`src/rtl/dll_delay_cal.sv`:
```
// rtl/dll_delay_cal.sv - DQS delay-line calibration sweep producing the quarter-period code and DQSDEL
// Optional LOCKED-state tracking is compiled in with macro DLLDELAY_CAL_TRACK_EN.
module dll_delay_cal #(
  parameter int CODE_W         = 7,
  parameter int SETTLE_CYC     = 4,
  parameter int TRACK_INTERVAL = 64
) (
  input  logic              CLK,
  input  logic              RST,
  input  logic              CAL_START,
  input  logic              PHASE_IN,
  input  logic              HOLD,
  output logic [CODE_W-1:0] HALF_CODE,
  output logic [CODE_W-1:0] DEL_CODE,
  output logic              DQSDEL,
  output logic              LOCK,
  output logic              ERR,
  output logic              BUSY
);

  localparam int                SW          = $clog2(SETTLE_CYC + 1);
  localparam logic [SW-1:0]     SETTLE_LOAD = SW'(SETTLE_CYC - 1);
  localparam logic [CODE_W-1:0] CODE_MAX    = '1;
  localparam logic [CODE_W-1:0] CODE_ONE    = CODE_W'(1);

  typedef enum logic [2:0] {
    ST_IDLE,
    ST_SETTLE,
    ST_CHECK,
    ST_LOCKED,
    ST_FAIL
  } state_t;

  state_t        state;
  logic [SW-1:0] settle_cnt;
  logic          phase_meta;
  logic          phase_s;

`ifdef DLLDELAY_CAL_TRACK_EN
  localparam int            TW         = $clog2(TRACK_INTERVAL + 1);
  localparam logic [TW-1:0] TRACK_LAST = TW'(TRACK_INTERVAL - 1);
  logic [TW-1:0] track_cnt;
`else
  localparam int unused_track_interval = TRACK_INTERVAL;
  logic unused_hold;
  assign unused_hold = HOLD;
`endif

  // Quarter-period code: half code rounded half up, widened so max code does not wrap.
  function automatic logic [CODE_W-1:0] quarter(input logic [CODE_W-1:0] code);
    logic [CODE_W:0] sum;
    sum = {1'b0, code} + (CODE_W+1)'(1);
    return sum[CODE_W:1];
  endfunction

  always_ff @(posedge CLK) begin
    if (RST) begin
      state      <= ST_IDLE;
      settle_cnt <= '0;
      phase_meta <= 1'b0;
      phase_s    <= 1'b0;
      HALF_CODE  <= '0;
      DEL_CODE   <= '0;
      DQSDEL     <= 1'b0;
      LOCK       <= 1'b0;
      ERR        <= 1'b0;
      BUSY       <= 1'b0;
`ifdef DLLDELAY_CAL_TRACK_EN
      track_cnt  <= '0;
`endif
    end else begin
      phase_meta <= PHASE_IN;
      phase_s    <= phase_meta;
      if (CAL_START) begin
        state      <= ST_SETTLE;
        settle_cnt <= SETTLE_LOAD;
        HALF_CODE  <= '0;
        DEL_CODE   <= '0;
        DQSDEL     <= 1'b0;
        LOCK       <= 1'b0;
        ERR        <= 1'b0;
        BUSY       <= 1'b1;
      end else begin
        case (state)
          ST_IDLE: ;
          ST_SETTLE: begin
            if (settle_cnt == '0) state <= ST_CHECK;
            else settle_cnt <= settle_cnt - 1'b1;
          end
          ST_CHECK: begin
            // Detector already past half a period at zero delay, or never reached it.
            if ((phase_s && HALF_CODE == '0) || (!phase_s && HALF_CODE == CODE_MAX)) begin
              state    <= ST_FAIL;
              DEL_CODE <= '0;
              DQSDEL   <= 1'b0;
              LOCK     <= 1'b0;
              ERR      <= 1'b1;
              BUSY     <= 1'b0;
            end else if (phase_s) begin
              state    <= ST_LOCKED;
              DEL_CODE <= quarter(HALF_CODE);
              DQSDEL   <= 1'b1;
              LOCK     <= 1'b1;
              BUSY     <= 1'b0;
`ifdef DLLDELAY_CAL_TRACK_EN
              track_cnt <= '0;
`endif
            end else begin
              state      <= ST_SETTLE;
              settle_cnt <= SETTLE_LOAD;
              HALF_CODE  <= HALF_CODE + CODE_ONE;
            end
          end
          ST_LOCKED: begin
`ifdef DLLDELAY_CAL_TRACK_EN
            if (track_cnt == TRACK_LAST) begin
              track_cnt <= '0;
              if (!HOLD) begin
                if (phase_s && HALF_CODE > CODE_ONE) begin
                  HALF_CODE <= HALF_CODE - CODE_ONE;
                  DEL_CODE  <= quarter(HALF_CODE - CODE_ONE);
                end else if (!phase_s && HALF_CODE != CODE_MAX) begin
                  HALF_CODE <= HALF_CODE + CODE_ONE;
                  DEL_CODE  <= quarter(HALF_CODE + CODE_ONE);
                end
              end
            end else begin
              track_cnt <= track_cnt + 1'b1;
            end
`endif
          end
          ST_FAIL: ;
          default: state <= ST_IDLE;
        endcase
      end
    end
  end

endmodule

```
`config.mk`:
```
export PLATFORM = sky130hd
export DESIGN_NAME = dll_delay_cal
export DESIGN_NICKNAME = d
export VERILOG_FILES = /design/src/rtl/dll_delay_cal.sv
export SDC_FILE = /design/constraint.sdc
export NUM_CORES = 1
export LEC_CHECK = 0
export ABC_AREA = 0
export BUFFER_PORTS_ARGS = -buffer_cell sky130_fd_sc_hd__clkbuf_2
export CAP_MARGIN = 30
export CORE_MARGIN = 2
export CORE_UTILIZATION = 35
export DETAILED_ROUTE_END_ITERATION = 10
export GPL_TIMING_DRIVEN = 0
export HOLD_SLACK_MARGIN = 0.05
export PLACE_DENSITY = 0.56
export SYNTH_ARGS = -nofsm -noshare
export SYNTH_HDL_FRONTEND = slang
export SYNTH_SLANG_ARGS = --single-unit
export TNS_END_PERCENT = 1
```
`constraint.sdc`:
```
create_clock -name CLK -period 1.9 [get_ports CLK]
set_input_delay 0.095 -clock CLK [delete_from_list [all_inputs] [get_ports CLK]]
set_output_delay 0.095 -clock CLK [all_outputs]
set_load 0.01 [all_outputs]
```
# --- Word level (Yosys, flattened, before mapping) ---
# Index checks and enable logic that the tools add are counted.
classes:
  n_addsub: 3
  n_eq_ne: 14
  n_mux: 18
  bitwise: 3
  n_reduce_logical: 22
op_table:
  columns: ["cell", "count"]
  rows:
  - ["two-way mux 3 bit", 5]
  - ["two-way mux 7 bit", 2]
  - ["inequality test 3 bit (second input constant)", 4]
  - ["AND reduction 2 bit", 5]
  - ["case mux 3 bit (3 select lines)", 1]
  - ["adder 7 x 1 -> 8 bit (second input constant)", 1]
  - ["inequality test 2 bit (second input constant)", 4]
  - ["AND reduction 4 bit", 2]
  - ["adder 7 x 1 -> 7 bit (second input constant)", 1]
  - ["equality test 7 bit (second input constant)", 1]
  - ["logical NOT 7 bit", 1]
  - ["two-way mux 1 bit", 7]
  - ["equality test 3 x 2 -> 1 bit (second input constant)", 2]
  - ["logical NOT 3 bit", 2]
  - ["case mux 3 bit (2 select lines)", 1]
  - ["nonzero test 2 bit", 3]
  - ["nonzero test 3 bit", 2]
  - ["two-way mux 2 bit", 2]
  - ["equality test 3 x 1 -> 1 bit (second input constant)", 1]
  - ["equality test 3 bit (second input constant)", 1]
  - ["inverter 1 bit", 3]
  - ["AND reduction 3 bit", 1]
  - ["OR reduction 3 bit", 1]
  - ["subtractor 3 x 1 -> 3 bit (second input constant)", 1]
  - ["other kinds (5)", 6]
totals:
  ff_bits: 25
  input_bits: 5
  output_inout_bits: 18

# --- Logic depth before layout (Yosys ltp) ---
# Gate-level depths: netlist of the first run.
depth:
  word_depth: 6
  depth_mapped: 6

# --- Least setup slack after synthesis of the first run ---
# No wires, ideal clock.
synth_timing:
  path_kind: "register to register"
  startpoint: "register HALF_CODE[1]"
  endpoint: "register settle_cnt[1]"
  arrival_ns: 1.485
  required_ns: 1.778
  setup_slack_ns: 0.293
  path_stages_with_launch: 6
  path_buffers: 0
  period_less_slack_ns: 1.607
  path_cell_list: "dfxtp_1 -> ha_1 -> nand3_1 -> nor3_1 -> o22ai_1 -> o311a_1"
synth_between:
  elab_chain_len: 5
  elab_cells_between_ends: 7
synth_rtl:
  columns: ["item", "line", "text"]
  rows:
  - ["from (decl)", "13", "output logic [CODE_W-1:0] HALF_CODE,"]
  - ["from (signal assigned)", "111", "HALF_CODE <= HALF_CODE + CODE_ONE;"]
  - ["equality test 7 bit or logical NOT 7 bit (tied branches)", "92", "if ((phase_s && HALF_CODE == '0) || (!phase_s && HALF_CODE == CODE_MAX)) begin"]
  - ["logical AND 1 bit", "92", null]
  - ["logical OR 1 bit *", "92", null]
  - ["inequality test 3 bit (no line) *", null, null]
  - ["AND reduction 4 bit (no line) *", null, null]
  - ["to (signal assigned)", "88", "else settle_cnt <= settle_cnt - 1'b1;"]
  - ["to (decl)", "35", "logic [SW-1:0] settle_cnt;"]
# Mark *: on every way between the ends. The rest lies on a longest branch, timed or not.
# A chain may end at the register's enable or synchronous reset.

# --- Final worst setup path of the first run ---
layout_timing:
  startpoint: "register HALF_CODE[0]"
  endpoint: "register DEL_CODE[0]"
layout_between:
  elab_chain_len: 5
  elab_cells_between_ends: 10
layout_rtl:
  columns: ["item", "line", "text"]
  rows:
  - ["parallel branches: the longest is 5 deep, another holds adder 7 x 1 -> 8 bit", null, null]
  - ["to (signal assigned)", "101", "DEL_CODE <= quarter(HALF_CODE);"]
  - ["to (decl)", "14", "output logic [CODE_W-1:0] DEL_CODE,"]
# Several ways; the timed one is not identified. The select of a mux whose other input is x is not followed.

==> summary.md, run 1 <==
| Metric | Value |
|---|---|
| Outcome | `finished, final reports clean` |
| RSZ-0062 raised after global routing | `false` |
| Final setup fails | `0` |
| Worst-path cell chain | `inv_1 > ha_1 > nor2b_1 > a21boi_2 > nand3_1 > a2bb2o_1` |
| Post-Synth Simple-Gate Area | `a little over a fifth` |
| Most common cell after layout, fill and taps aside | `dfxtp_1` |
| Peak Freq | `approximately 0.59 GHz` |
| CP Capture Type | `register` |
| Overflow after GRT | `0` |
| CP bufs+invs | `1` |
| P_sw | `0.2161 mW` |
| Post-synthesis mux area share | `0.7882%` |
| Internal Pwr Total | `roughly 0.66 mW` |
| Non-Filler Instances | `215` |
| Hold WS | `around 0.16 ns` |
| Total core area | `around 3400 um2` |
| Main flop type after synthesis | `dfxtp_1` |
| Row cnt | `21` |
| Combinational power share | `~10%` |
| Leakage power | `0.5940 nW` |
| Most frequent cells in the layout | `25 x dfxtp_1, 20 x clkbuf_2, 11 x nor2_1` |
| 1st-iter DRT viols | `60` |
| Final Util | `between 40% and 50%` |
| Antenna violations before repair | `0` |
| Startpoint Class | `register` |
| Cell count after placement | `between 200 and 250` |
| Routed len/inst | `between 10 and 15 um` |
| Io pins | `23` |
| Crit path arrival time | `1.96 ns` |
| Endpoints failing hold | `0` |
| Die Area | `~4100 um2` |
| CTS root buffer | `clkbuf_4` |
| Clk slew on worst S/H paths | `~0.13 ns` |
| GP Congestion | `between 0.7 and 0.8` |
| Sequential share of power | `62.6%` |
| Number of global-route vias before repair | `1,113` |
| Synth Cell Area | `approximately 1300 um2` |
| Global-route wire length before repair | `between 4 and 5 mm` |
| Post-DRT Antenna Nets | `0` |
| Pre-antenna DRT Iters | `4` |
| Sum Neg Setup Slack | `0 ns` |
| H-tree depth | `1` |
| Area Overhead vs Synth | `18.33%` |
| Worst-path fanout max | `6` |
| Buffers on Ports | `20` |
| DIE WIDTH | `around 64 um` |
| Post-synth cell types | `between 40 and 50` |
| EDFF count, synth | `0` |
| Post-CTS setup buffers | `0` |
| Slowest Stage Delay on Critical Path | `0.39 ns` |
| Largest area contributor in the netlist | `dfxtp_1` |
| Vias post-DR | `about 1,100` |
| Register area share after synthesis | `39.41%` |
| Clock Skews | `a little over 0.007 ns` |
| Die Y | `roughly 64 um` |
| Max Cap Viol | `0` |
| Post-Synth Adder-Cell Area | `3.941%` |
| Vias per cell | `5.056` |
| Syn Nets | `between 150 and 200` |
| Mapped Avg Cell Area | `a little under 9 um2` |
| Diode count | `0` |
| Final worst-path cycle share | `about nine tenths` |
| Num CTS Buffers | `3` |
| Worst path slowest cell | `dfxtp_1` |
| Clock power share | `roughly 27%` |
| CTS Sinks | `25` |
| Worst vdd ir | `230.7 uV` |
| Mapped Cells | `142` |
| P per Cell Area | `between 500 and 600 nW/um2` |
| Hold WC Path Type | `in2reg` |
| CP required | `approximately 2.2 ns` |
| Placed wire-length estimate | `~2.0 mm` |
| Drt total wl | `2.742 mm` |
| Switching portion of total power | `around 25%` |
| Share of the synthesized area in the top cell type | `39.41%` |
| Worst-Margin Slew | `0.4679 ns` |
| Clock tree buffer depth | `2` |
| Largest family of logic cells by synthesized area | `compound AO/OA/AOI/OAI gates` |
| Clock latency on the worst-skew pair | `approximately 0.32 ns` |
| Ys async rst share | `0%` |
| Synth Area in Compound Gates | `a little over a fifth` |
| Drt drc | `0` |
| Share of layout cells above drive strength 1 | `23.08%` |
| CP Class | `reg2reg` |
| Worst rel slew slack | `between 60% and 70%` |
| Top cells by area, synth | `dfxtp_1 39%, ha_1 3.9%, o2bb2ai_1 3.4%` |
| Initial Utilization | `about 37%` |
| Final Max Tran Viols | `0` |
| Synth warn | `0` |
| Delay-heaviest family, CP | `compound AO/OA/AOI/OAI gates` |
| GR Util All Layers | `between 10% and 20%` |
| Xor-xnor portion of the synthesized cell area | `just over 6%` |
| CTS tree | `built` |
| Final nets | `179` |
| Min Tclk post-route | `between 1.5 and 2 ns` |
| Synth Register Bits | `25` |
| Largest net degree at the start of global routing | `14` |
| Fillers | `370` |
==> repair_timing <==
action                                 in CTS  in global routing
gates resized for setup                     0                  4
setup endpoints to repair                   0                  6
hold buffers                                3                  0
endpoints found under the hold margin       4                  0
==> registers in the layout, indices dropped and copies added, names as in the netlist <==
| signal | cells |
|---|---|
| state | 3 |
| phase_meta | 1 |
| DEL_CODE | 7 |
| settle_cnt | 3 |
| BUSY | 1 |
| LOCK | 1 |
| ERR | 1 |
| phase_s | 1 |
| HALF_CODE | 7 |
==> Yosys cell counts (4+ instances only) <==
master,number
dfxtp_1,25
ha_1,4
o2bb2ai_1,5
inv_1,7
nand3_1,6
buf_2,4
xor2_1,4
nor2_1,11
o21ai_0,8
nor3_1,4
xnor2_1,5
nor2b_1,5
a21oi_1,8
and3_1,5
==> logic make-up after synthesis <==
logic type,Yosys count
adder cells (fa/ha/maj),4
AND/OR/NAND/NOR,47
multiplexers,1
buffers and inverters,16
AO/OA/AOI/OAI,40
XOR/XNOR,9
flip-flops,25
==> worst min-delay path: stages <==
cell and delay (ns):
clkbuf_1 0.17, inv_1 0.12, a21oi_1 0.06
==> routing by layer <==
metal / track usage (%) / part of all wire, % / vias to the layer above
li1: - / - / 564
met1: 20.59 / 49 / 496
met2: 22.92 / 45 / 22
met3: 2.113 / 3.6 / 5
met4: 5.585 / 1.9 / 0
met5: 0 / 0 / -
==> power groups by stage <==
stage,Sequential (mW),Combinational (mW),Clock [mW]
2_1_floorplan,0.556,0.0621,0
3_3_place_gp,0.558,0.0808,0
3_5_place_dp,0.558,0.0822,0
4_1_cts,0.546,0.0872,0.244
5_1_grt,0.549,0.100,0.275
6_report,0.546,0.0876,0.239
==> stage by stage <==
stage	setup WS [ns]	area, um2	power (mW)
final	0.2147	1503	0.8732
after global routing	0.03541	1503	0.9245
after floorplan	0.2934	1270	0.6185
after global placement	0.1371	1428	0.6383
after detailed placement	0.1216	1428	0.6403
after CTS	0.07925	1484	0.8773
==> layout make-up <==
type / instances / area, um2 / share of cell area (%)
sequential: 25 / 500.5 / 33.31
clock buffer: 4 / 26.28 / 1.749
timing repair buffer: 23 / 130.1 / 8.659
buffer: 9 / 50.05 / 3.331
multi-input combinational: 101 / 711.9 / 47.38
tap: 46 / 57.56 / 3.830
inverter: 7 / 26.28 / 1.749
==> worst paths after layout <==
check                 to         start  cells after the start  slack [ns]
max          DEL_CODE[0]  HALF_CODE[0]                      6        0.21
min                 BUSY     CAL_START                      3        0.16
min reg2reg      phase_s    phase_meta                      1        0.45
max reg2reg  DEL_CODE[0]  HALF_CODE[0]                      6        0.21
Power figures use the tool's default switching activity.
==> run 2, diff against run 1 <==
--- a/config.mk
+++ b/config.mk
@@ -13,7 +13,6 @@
 export DETAILED_ROUTE_END_ITERATION = 10
 export GPL_TIMING_DRIVEN = 0
 export HOLD_SLACK_MARGIN = 0.05
-export PLACE_DENSITY = 0.56
 export SYNTH_ARGS = -nofsm -noshare
 export SYNTH_HDL_FRONTEND = slang
 export SYNTH_SLANG_ARGS = --single-unit
==> summary.md, run 2 (synthesis results as in run 1) <==
| Metric | Value |
|---|---|
| Outcome | `finished, final reports clean (unchanged)` |
| Worst-path fanout max | `8 (was 6)` |
| Top sig layer | `met4 (unchanged)` |
| CP startpoint | `HALF_CODE[5] (was HALF_CODE[0])` |
| Switching portion of total power | `24.36% (was 24.75%)` |
| Sequential share of power | `63.0% (was 62.6%)` |
| 1st-iter DRT viols | `20 (was 60)` |
| Internal Pwr Total | `0.6567 mW (was 0.6571 mW)` |
| Leakage power | `0.5884 nW (was 0.5940 nW)` |
| CP required | `2.11 ns (was 2.17 ns)` |
| Most frequent cells in the layout | `25 x dfxtp_1, 20 x clkbuf_2, 11 x nor2_1 (unchanged)` |
| Peak Freq | `0.5851 GHz (was 0.5934 GHz)` |
| Overflow after GRT | `0 (unchanged)` |
| Routed len/inst | `12.57 um (was 12.75 um)` |
| Delay-heaviest family, CP | `simple AND/OR/NAND/NOR gates (was compound AO/OA/AOI/OAI gates)` |
| Vias post-DR | `1,109 (was 1,087)` |
| Worst rel slew slack | `69.16% (was 68.81%)` |
| Post-CTS setup buffers | `0 (unchanged)` |
| Row cnt | `21 (unchanged)` |
| Worst-path cell chain | `buf_2 > nor4_1 > and3_1 > o22ai_1 > o311a_1 (was inv_1 > ha_1 > nor2b_1 > a21boi_2 > nand3_1 > a2bb2o_1)` |
| P_sw | `0.2115 mW (was 0.2161 mW)` |
| Crit path arrival time | `1.92 ns (was 1.96 ns)` |
| RSZ-0062 raised after global routing | `false (unchanged)` |
| Top Registers | `DEL_CODE x7, HALF_CODE x7 (unchanged)` |
| Die Area | `4126 um2 (unchanged)` |
| Min Tclk post-route | `1.709 ns (was 1.685 ns)` |
| Global-route wire length before repair | `4.726 mm (was 4.912 mm)` |
| Drt total wl | `2.703 mm (was 2.742 mm)` |
| Met2 wire len | `1.320 mm (was 1.247 mm)` |
| Num CTS Buffers | `3 (unchanged)` |
| Hold WC Path Type | `in2reg (unchanged)` |
| Final setup fails | `0 (unchanged)` |
| CTS Sinks | `25 (unchanged)` |
| CP bufs+invs | `1 (unchanged)` |
| Drt drc | `0 (unchanged)` |
| Antenna violations before repair | `0 (unchanged)` |
| Clock power share | `26.8% (was 27.4%)` |
| Diode count | `0 (unchanged)` |
| Reg2reg start | `HALF_CODE[5] (was HALF_CODE[0])` |
| Met3 WL | `66 um (was 99 um)` |
| Max Cap Viol | `0 (unchanged)` |
| Hold_sp | `CAL_START (unchanged)` |
| Final worst-path cycle share | `89.96% (was 88.70%)` |
| Clock Skews | `0.008566 ns (was 0.007204 ns)` |
| Hold WS | `0.1355 ns (was 0.1647 ns)` |
| H-tree depth | `1 (unchanged)` |
| Startpoint Class | `register (unchanged)` |
| CTS tree | `built (unchanged)` |
| Combinational power share | `10.2% (was 10.0%)` |
| Worst vdd ir | `261.2 uV (was 230.7 uV)` |
| Total core area | `3416 um2 (unchanged)` |
| P per Cell Area | `581.6 nW/um2 (was 581.1 nW/um2)` |
| Slowest Stage Delay on Critical Path | `0.42 ns (was 0.39 ns)` |
| Final Max Tran Viols | `0 (unchanged)` |
| Area Overhead vs Synth | `17.54% (was 18.33%)` |
| CP Class | `reg2reg (unchanged)` |
| Placed wire-length estimate | `2.079 mm (was 2.039 mm)` |
| Sum Neg Setup Slack | `0 ns (unchanged)` |
| Worst-Margin Slew | `0.4626 ns (was 0.4679 ns)` |
| Vias per cell | `5.158 (was 5.056)` |
| Clk slew on worst S/H paths | `0.13 ns (about the same)` |
| Largest net degree at the start of global routing | `14 (unchanged)` |
| Share of layout cells above drive strength 1 | `21.89% (was 23.08%)` |
| Io pins | `23 (unchanged)` |
| Pre-antenna DRT Iters | `4 (unchanged)` |
| GP Congestion | `0.8098 (was 0.7787)` |
| Final nets | `179 (unchanged)` |
| CP Capture Type | `register (unchanged)` |
| DIE WIDTH | `64.24 um (unchanged)` |
| Die Y | `64.24 um (unchanged)` |
| Initial Utilization | `37.18% (unchanged)` |
| CTS root buffer | `clkbuf_4 (unchanged)` |
| Number of global-route vias before repair | `1,042 (was 1,113)` |
| Met1 wire length | `1.283 mm (was 1.342 mm)` |
| Most common cell after layout, fill and taps aside | `dfxtp_1 (unchanged)` |
| Clock latency on the worst-skew pair | `0.31 ns (was 0.32 ns)` |
| GR Util All Layers | `14.07% (was 14.74%)` |
| Clock tree buffer depth | `2 (unchanged)` |
| Buffers on Ports | `20 (unchanged)` |
| Endpoints failing hold | `0 (unchanged)` |
| Worst path slowest cell | `nor4_1 (was dfxtp_1)` |
| Post-DRT Antenna Nets | `0 (unchanged)` |
==> run 2: power groups by stage <==
| stage | registers (mW) | logic (mW) | clock network [mW] |
|---|---|---|---|
| 2_1_floorplan | 0.556 | 0.0621 | 0 |
| 3_3_place_gp | 0.558 | 0.0806 | 0 |
| 3_5_place_dp | 0.559 | 0.0835 | 0 |
| 4_1_cts | 0.547 | 0.0885 | 0.245 |
| 5_1_grt | 0.550 | 0.0996 | 0.269 |
| 6_report | 0.547 | 0.0884 | 0.233 |
==> run 2: tightest hold or removal path, stage by stage <==
cell and delay (ns):
clkbuf_1 0.16, inv_1 0.10, a21oi_1 0.06
==> run 2: cell type report <==
class / count / area, um2
plain buffers: 9 / 50.05
clock buffers: 4 / 26.28
fillers: 374 / 1923
inverters: 7 / 26.28
multi-input cells: 101 / 701.9
flip-flops and latches: 25 / 500.5
well taps: 46 / 57.56
repair buffers: 23 / 130.1
==> run 2: final timing paths <==
path | end | slack [ns] | cells after the start
worst max-delay path | settle_cnt[1] | 0.19 | 5
worst min-delay path | BUSY | 0.14 | 3
worst max register to register | settle_cnt[1] | 0.19 | 5
worst min register to register | phase_s | 0.46 | 1
==> run 2: per-stage QoR <==
step | power, mW | setup slack [ns] | cell area (um2) | util, % | instances
2_1_floorplan | 0.6185 | 0.2934 | 1270 | - | 142
3_3_place_gp | 0.6385 | 0.1627 | 1428 | 41.79 | 208
3_5_place_dp | 0.6422 | 0.09500 | 1428 | 41.79 | 208
4_1_cts | 0.8805 | 0.09149 | 1484 | 43.44 | 215
5_1_grt | 0.9186 | 0.03536 | 1493 | 43.70 | 215
6_report | 0.8682 | 0.1908 | 1493 | 43.70 | 215
==> run 2: timing repair <==
action / CTS / global route
resized for setup: 0 / 2
endpoints found under the hold margin: 4 / 0
endpoints found under the setup margin: 0 / 6
hold buffers: 3 / 0
==> run 2: metal layers <==
layer	GRT usage, %	vias to the layer above
met5	0	-
met4	3.989	0
met3	1.585	4
met2	24.09	16
met1	18.65	523
li1	-	566
==> run 3, diff against run 2 <==
--- a/config.mk
+++ b/config.mk
@@ -9,10 +9,11 @@
 export BUFFER_PORTS_ARGS = -buffer_cell sky130_fd_sc_hd__clkbuf_2
 export CAP_MARGIN = 30
 export CORE_MARGIN = 2
-export CORE_UTILIZATION = 35
+export CORE_UTILIZATION = 45
 export DETAILED_ROUTE_END_ITERATION = 10
 export GPL_TIMING_DRIVEN = 0
 export HOLD_SLACK_MARGIN = 0.05
+export PLACE_DENSITY = 0.67
 export SYNTH_ARGS = -nofsm -noshare
 export SYNTH_HDL_FRONTEND = slang
 export SYNTH_SLANG_ARGS = --single-unit
==> summary.md, run 3 (synthesis results as in run 1) <==
| Metric | Value |
|---|---|
| CTS Sinks | `25 (unchanged)` |
| Clk slew on worst S/H paths | `0.14 ns (was 0.13 ns)` |
| Cell count after placement | `193 (was 208)` |
| CP Class | `reg2reg (unchanged)` |
| Vias post-DR | `1,116 (was 1,109)` |
| Overflow after GRT | `0 (unchanged)` |
| Final nets | `179 (unchanged)` |
| Leakage power | `0.5912 nW (was 0.5884 nW)` |
| Share of layout cells above drive strength 1 | `23.08% (was 21.89%)` |
| CP Capture Type | `register (unchanged)` |
| CP startpoint | `HALF_CODE[5] (unchanged)` |
| Top Registers | `DEL_CODE x7, HALF_CODE x7 (unchanged)` |
| Switching portion of total power | `25.05% (was 24.36%)` |
| Sequential share of power | `62.7% (was 63.0%)` |
| Die Y | `57.13 um (was 64.24 um)` |
| Largest net degree at the start of global routing | `15 (was 14)` |
| Met3 WL | `137 um (was 66 um)` |
| Met2 wire len | `1.392 mm (was 1.320 mm)` |
| Worst rel slew slack | `67.89% (was 69.16%)` |
| Non-Filler Instances | `200 (was 215)` |
| Clock tree buffer depth | `2 (unchanged)` |
| Sum Neg Setup Slack | `0 ns (unchanged)` |
| Clock latency on the worst-skew pair | `0.32 ns (was 0.31 ns)` |
| Io pins | `23 (unchanged)` |
| Die Area | `3263 um2 (was 4126 um2)` |
| Clock power share | `27.3% (was 26.8%)` |
| Placed wire-length estimate | `2.088 mm (was 2.079 mm)` |
| CTS tree | `built (unchanged)` |
| Final Power | `0.8717 mW (was 0.8682 mW)` |
| Internal Pwr Total | `0.6534 mW (was 0.6567 mW)` |
| Worst-Margin Slew | `0.4816 ns (was 0.4626 ns)` |
| FF-to-FF End | `DEL_CODE[0] (was settle_cnt[1])` |
| Worst vdd ir | `440.0 uV (was 261.2 uV)` |
| Final setup fails | `0 (unchanged)` |
| Most common cell after layout, fill and taps aside | `dfxtp_1 (unchanged)` |
| Outcome | `finished, final reports clean (unchanged)` |
| Hold WS | `0.1548 ns (was 0.1355 ns)` |
| Clock Skews | `0.01484 ns (was 0.008566 ns)` |
| Final worst-path cycle share | `90.84% (was 89.96%)` |
| Startpoint Class | `register (unchanged)` |
| DIE WIDTH | `57.13 um (was 64.24 um)` |
| Drt drc | `0 (unchanged)` |
| Antenna violations before repair | `0 (unchanged)` |
| Top sig layer | `met4 (unchanged)` |
| Setup crit end | `DEL_CODE[0] (was settle_cnt[1])` |
| Peak Freq | `0.5794 GHz (was 0.5851 GHz)` |
| Post-DRT Antenna Nets | `0 (unchanged)` |
| CTS root buffer | `clkbuf_4 (unchanged)` |
| P per Cell Area | `588.9 nW/um2 (was 581.6 nW/um2)` |
| Final Max Tran Viols | `0 (unchanged)` |
| Met1 wire length | `1.185 mm (was 1.283 mm)` |
| Combinational power share | `10.0% (was 10.2%)` |
| Drt total wl | `2.738 mm (was 2.703 mm)` |
| Pre-antenna DRT Iters | `4 (unchanged)` |
| Area Overhead vs Synth | `16.55% (was 17.54%)` |
| Worst-path fanout max | `8 (unchanged)` |
| Vias per cell | `5.580 (was 5.158)` |
| H-tree depth | `1 (unchanged)` |
| Initial Utilization | `46.86% (was 37.18%)` |
| Num CTS Buffers | `3 (unchanged)` |
| Crit path arrival time | `1.94 ns (was 1.92 ns)` |
| Final Util | `54.62% (was 43.70%)` |
| Buffers on Ports | `20 (unchanged)` |
| 1st-iter DRT viols | `30 (was 20)` |
| GP Congestion | `0.8046 (was 0.8098)` |
| Reg2reg start | `HALF_CODE[5] (unchanged)` |
| Register Area | `500.5 um2 (unchanged)` |
| R2R cell count | `5 (unchanged)` |
| Fillers | `282 (was 374)` |
| CP required | `2.11 ns (about the same)` |
| Endpoints failing hold | `0 (unchanged)` |
| Row cnt | `19 (was 21)` |
| FF-to-FF setup slack | `0.17 ns (was 0.19 ns)` |
| GR Util All Layers | `17.84% (was 14.07%)` |
| Global-route wire length before repair | `4.623 mm (was 4.726 mm)` |
| Total core area | `2710 um2 (was 3416 um2)` |
| Routed len/inst | `13.69 um (was 12.57 um)` |
| Number of global-route vias before repair | `1,034 (was 1,042)` |
| Diode count | `0 (unchanged)` |
| Min Tclk post-route | `1.726 ns (was 1.709 ns)` |
| Max Cap Viol | `0 (unchanged)` |
| P_sw | `0.2183 mW (was 0.2115 mW)` |
| RSZ-0062 raised after global routing | `false (unchanged)` |
| Multi-input gate area | `706.9 um2 (was 701.9 um2)` |
| Post-CTS setup buffers | `0 (unchanged)` |
| Most frequent cells in the layout | `25 x dfxtp_1, 20 x clkbuf_2, 11 x nor2_1 (unchanged)` |
| Hold WC Path Type | `in2reg (unchanged)` |
run 3: cell types whose count changed in the layout (fill, tap and decap cells not counted), sizes merged:
cell	before	now
clkinv	0	1
clkbuf	27	26
run 3: timing repair:
action                                  4_1_cts  5_1_grt
hold buffers                                  3        0
endpoints found under the setup margin        0        5
gates resized for setup                       0        3
hold endpoints to repair                      4        0
run 3: worst max-delay path: stages (launching register included):
cell	delay (ns)
dfxtp_1	0.33
buf_2	0.16
nor4_1	0.46
a21boi_2	0.17
nand3_1	0.22
a2bb2o_1	0.30
run 3: worst min-delay path by stage:
stage | startpoint | end | slack [ns] | cells after the start
floorplan | RST | BUSY | 0.16 | 1
global placement | PHASE_IN | phase_meta | 0.31 | 2
detailed placement | PHASE_IN | phase_meta | 0.32 | 2
CTS | CAL_START | BUSY | 0.15 | 3
global route | CAL_START | BUSY | 0.19 | 3
finish | CAL_START | BUSY | 0.15 | 3
run 3: cell type report:
| class | count | area share (%) |
|---|---|---|
| Timing Repair Buffer | 23 | 8.791 |
| Multi-Input combinational cell | 101 | 47.76 |
| Clock inverter | 1 | 0.3381 |
| Clock buffer | 3 | 1.522 |
| Inverter | 7 | 1.775 |
| Buffer | 9 | 3.381 |
| Sequential cell | 25 | 33.81 |
| Tap cell | 31 | 2.620 |
run 3: per-layer routing:
layer | vias to the layer above | global-route usage, %
li1 | 563 | -
met1 | 523 | 21.94
met2 | 26 | 31.36
met3 | 4 | 4.082
met4 | 0 | 4.651
met5 | - | 0
run 3: power by group through the flow:
stage          Sequential (mW)  Combinational [mW]  Clock (mW)
6_report                 0.547              0.0872       0.238
3_5_place_dp             0.558              0.0824           0
5_1_grt                  0.549              0.0998       0.271
4_1_cts                  0.547              0.0875       0.249
2_1_floorplan            0.556              0.0621           0
3_3_place_gp             0.558              0.0799           0
run 3: metrics by stage:
stage,cell area [um2],setup slack (ns)
after CTS,1466,0.04424
final,1480,0.1740
after detailed placement,1409,0.07127
after global placement,1409,0.1626
after floorplan,1270,0.2934
after global routing,1480,0.03161
